**config.mk**
```make
export PLATFORM = sky130hd
export DESIGN_NAME = valid_ready_skid_buffer
export DESIGN_NICKNAME = d
export VERILOG_FILES = /design/src/rtl/valid_ready_skid_buffer.sv
export SDC_FILE = /design/constraint.sdc
export NUM_CORES = 1
export LEC_CHECK = 0
export CELL_PAD_IN_SITES_DETAIL_PLACEMENT = 1
export CELL_PAD_IN_SITES_GLOBAL_PLACEMENT = 1
export CORE_MARGIN = 3
export CORE_UTILIZATION = 31
export DETAILED_ROUTE_END_ITERATION = 8
export GPL_TIMING_DRIVEN = 0
export PLACE_DENSITY_LB_ADDON = 0.05
export REMOVE_ABC_BUFFERS = 1
export SLEW_MARGIN = 10
export SYNTH_ARGS = -nofsm -noshare
export SYNTH_HDL_FRONTEND = slang
export SYNTH_SLANG_ARGS = --single-unit
```
**constraint.sdc**
```tcl
create_clock -name clock -period 2 [get_ports clock]
set_input_delay 0.6 -clock clock [delete_from_list [all_inputs] [get_ports clock]]
set_output_delay 0.6 -clock clock [all_outputs]
set_load 0.005 [all_outputs]
```
**src/rtl/valid_ready_skid_buffer.sv**
```systemverilog
`default_nettype none
// ============================================================================
//  Module      : valid_ready_skid_buffer
//  Description : Two-entry valid/ready buffer. read_valid, read_data and
//                write_ready are all register outputs or decodes of state, so
//                no combinational path runs from the write side to the read
//                side. It sustains one transfer per cycle.
//  Revision    : 1.0 - initial release
// ============================================================================
module valid_ready_skid_buffer #(
  parameter int WIDTH = 8
) (
  input  logic             clock,
  input  logic             reset,
  input  logic [WIDTH-1:0] write_data,
  input  logic             write_valid,
  output logic             write_ready,
  output logic             full,
  output logic [WIDTH-1:0] read_data,
  output logic             read_valid,
  input  logic             read_ready,
  output logic             empty
);

  // EMPTY: nothing held. BUSY: main holds the oldest word.
  // FULL: main holds the oldest word and skid holds the next one.
  typedef enum logic [1:0] {
    S_EMPTY = 2'd0,
    S_BUSY  = 2'd1,
    S_FULL  = 2'd2
  } state_t;

  state_t           r_state;
  state_t           w_state_next;
  logic [WIDTH-1:0] r_main;
  logic [WIDTH-1:0] r_skid;
  logic [WIDTH-1:0] w_main_next;
  logic [WIDTH-1:0] w_skid_next;
  logic             w_write;
  logic             w_read;

  // Handshakes qualified by the registered flags only
  assign w_write = write_valid & write_ready;
  assign w_read  = read_valid & read_ready;

  // Next state and storage updates; main always holds the oldest entry
  always_comb begin
    w_state_next = r_state;
    w_main_next  = r_main;
    w_skid_next  = r_skid;
    case (r_state)
      S_EMPTY: begin
        if (w_write) begin
          w_state_next = S_BUSY;
          w_main_next  = write_data;
        end
      end
      S_BUSY: begin
        if (w_write && !w_read) begin
          w_state_next = S_FULL;
          w_skid_next  = write_data;
        end else if (w_read && !w_write) begin
          w_state_next = S_EMPTY;
        end else if (w_write && w_read) begin
          w_main_next  = write_data;
        end
      end
      S_FULL: begin
        if (w_read) begin
          w_state_next = S_BUSY;
          w_main_next  = r_skid;
        end
      end
      default: begin
        w_state_next = S_EMPTY;
      end
    endcase
  end

  // State and storage registers with synchronous reset
  always_ff @(posedge clock) begin
    if (reset) begin
      r_state <= S_EMPTY;
      r_main  <= '0;
      r_skid  <= '0;
    end else begin
      r_state <= w_state_next;
      r_main  <= w_main_next;
      r_skid  <= w_skid_next;
    end
  end

  assign read_valid  = (r_state != S_EMPTY);
  assign write_ready = (r_state != S_FULL);
  assign empty       = (r_state == S_EMPTY);
  assign full        = (r_state == S_FULL);
  assign read_data   = r_main;

endmodule
`default_nettype wire
```
==> impl_metrics.tcl <==
set metrics [dict create \
    hp-class "reg2reg" \
    drv_cap 0 \
    setup_viol 0 \
    outcome "finished, final reports clean" \
    critPathCaptureType "flip-flop" \
    dpl.hpwl_um 1480 \
    r2r-start "r_state[0]" \
    avgRoutedWirePerCell_um 16.0 \
    die_w_um 59.1 \
    drive_gt1_share_pct 24.8 \
    finalHoldViolCount 0 \
    period_needed_ns 1.97 \
    synth_top_family_by_area "multiplexers" \
    yosys_warnings 0 \
    dieArea_sq_um 3490 \
    hold-path-endpoint "r_skid[7]" \
    nets 130 \
    hold_path.startpoint "r_skid[7]" \
    critPathRequiredTime_ns 2.15 \
    slew_headroom_pct 44.6 \
    cts_buffers 3 \
    track_usage_pct 15.2 \
    synthAdderAreaFrac_pct 4.30 \
    ys.flop_type "dfxtp_1" \
    grt_pass1_vias 852 \
    max_freq_mhz 506 \
    io_buffers 23 \
    die_h_um 59.1 \
    yosysMostFrequentCell "dfxtp_1" \
    ys_types 21 \
    worst_r2r_endpoint "read_data[3]" \
    area_delta_synth_final_pct 45.3 \
    worst_ep_arrival_time_ns 2.12 \
    period_share_pct 98.7 \
    path_class "in2reg" \
    synth_top_cell_by_area "dfxtp_1" \
    postPlaceCellArea_sq_um 1110 \
    reg2reg_depth 7 \
    cp_cell_sequence "clkdlybuf4s50_1 > nand2_1 > inv_1 > ha_1 > and4bb_2 > a221oi_1 > a211oi_2" \
    power_leakage_uw 0.000599 \
    slew_viol_final 0 \
    final_area_sq_um 1270 \
    nFillCells 289 \
    ios 24 \
    worst-slew-pin-transition_ns 0.828 \
    antenna_found_initial 0 \
    regArea_sq_um 368 \
    synth_top_area_share_pct 41.3 \
    synthesis.area_sq_um 873 \
    start_util_pct 34.0 \
    power_density_nw_per_um2 613 \
    clk_pin_slew_ns 0.10 \
    yosys-top-cells-count "18 x dfxtp_1, 16 x mux2i_1, 9 x nor2_1" \
    synth-simple-area-share_pct 9.74 \
    gp_congestion 0.650 \
    n_antenna_cell 0 \
    clock_skew_ns 0.00689 \
    synthMuxAreaShare_pct 20.1 \
    ys_ff_latch 18 \
    ir_drop_uv 316 \
    via_per_inst 5.35 \
    first_pass_iters 3 \
    synth_compound_area_share_pct 18.5 \
    clock-sinks 18 \
    crit_slowest_cell "clkdlybuf4s50_1" \
    ff2ff_setup_slack_ns 0.13 \
    synth_edf_count 0 \
    vias 765 \
    routed_wl_um 2290 \
    utilization_pct 49.4 \
    slowest_delay_ns 0.43 \
    synth_seq_area_share_pct 41.3 \
    ant_nets 0 \
    clkLatencyLatePin_ns 0.28 \
    cp-start-kind "primary input" \
    grt.overflow.total 0 \
    drt-initial-drc-count 13 \
    clockRootBuffer "clkbuf_4" \
    synth_area_leaders "dfxtp_1 41%, mux2i_1 18%, a221oi_1 8.0%" \
    drc 0 \
    synth_xor_area_share_pct 0 \
    clk_path_buf_depth 2 \
    synthCells 85 \
    rows 18 \
    critPathMaxFanout 4 \
    grt_max_degree 19 \
    avgSynthCellArea_sq_um 10.3 \
    htreeDepth 1 \
    multi_input_area_sq_um 539 \
    grt_pass1_wl_um 4020 \
    synthArstFlopShare_pct 0 \
    cts_tree "built" \
    whs_path_depth 2 \
    core_area_sq_um 2570 \
]
-- worst max-delay path by stage --
stage	startpoint	endpoint	slack, ns	cells after the start
global placement	r_state[0]	r_skid[7]	-0.40	7
finish	write_valid	read_data[3]	0.03	7
detailed placement	r_state[0]	r_skid[2]	-0.45	7
CTS	r_state[1]	write_ready	0.006	3
floorplan	r_state[0]	read_data[0]	0.002	7
global route	write_valid	read_data[0]	-0.03	7
-- where the power goes --
group          total [uW]  internal (uW)  switching (uW)  leakage, uW
sequential            396            382            14.0     0.000149
combinational         204            114            90.2     0.000436
clock                 178           69.8             108    0.0000138
-- cell type report --
| cell class | count | area share (%) |
|---|---|---|
| sequential | 18 | 29.0 |
| clock buffer | 3 | 1.78 |
| inverter | 6 | 1.97 |
| timing repair buffer | 29 | 21.8 |
| tap | 30 | 2.96 |
| multi-input combinational | 57 | 42.5 |
-- routing by layer --
layer  share of wire (%)  track usage, %  routed length [um]
met5                   0               0                   0
met4                 2.1            6.80                  47
met3                 3.3            2.83                  75
met1                  51            20.9                1150
met2                  44            23.0                1010
-- flip-flops by register name, indices dropped and copies added, names as in the netlist --
| signal | flops |
|---|---|
| r_skid | 8 |
| read_data | 8 |
| r_state | 2 |
-- metrics by stage --
stage                     setup WS, ns  instances  hold slack (ns)  TNS [ns]  power (uW)
after floorplan                0.00197         80            0.463         0         489
after global placement          -0.399        133            0.475     -6.67         577
after detailed placement        -0.452        133            0.489     -7.51         581
after CTS                      0.00583        142            0.514         0         769
after global routing           -0.0273        143            0.563   -0.0485         830
final                           0.0253        143            0.508         0         778
-- kinds of logic after synthesis --
family                   after synthesis
AO/OA/AOI/OAI                         19
flip-flops                            18
multiplexers                          17
AND/OR/NAND/NOR                       17
buffers and inverters                 11
adder cells (fa/ha/maj)                3
-- repair_timing --
item	CTS	global route
gates cloned	0	1
hold buffers	0	0
resized for setup	13	13
setup endpoints to repair	21	9
pin swaps	1	4
buffers inserted	6	0
-- critical path, delay by kind of cell --
kind,cells,cell delay [ns]
AO/OA/AOI/OAI,2,0.41
buffers and inverters,2,0.51
adder cells (fa/ha/maj),1,0.22
AND/OR/NAND/NOR,2,0.37
-- cells in the final DEF, fill, tap and decap left out, types with 3 or more instances in the layout --
master | Yosys | routed
a211oi_2 | 0 | 7
a221oi_1 | 8 | 7
buf_4 | 1 | 6
clkbuf_4 | 0 | 3
clkdlybuf4s50_1 | 0 | 18
dfxtp_1 | 18 | 16
dlygate4sd2_1 | 0 | 3
inv_1 | 4 | 4
mux2i_1 | 16 | 16
nor2_1 | 9 | 9
Note: power is estimated with default switching activity, not from simulation.
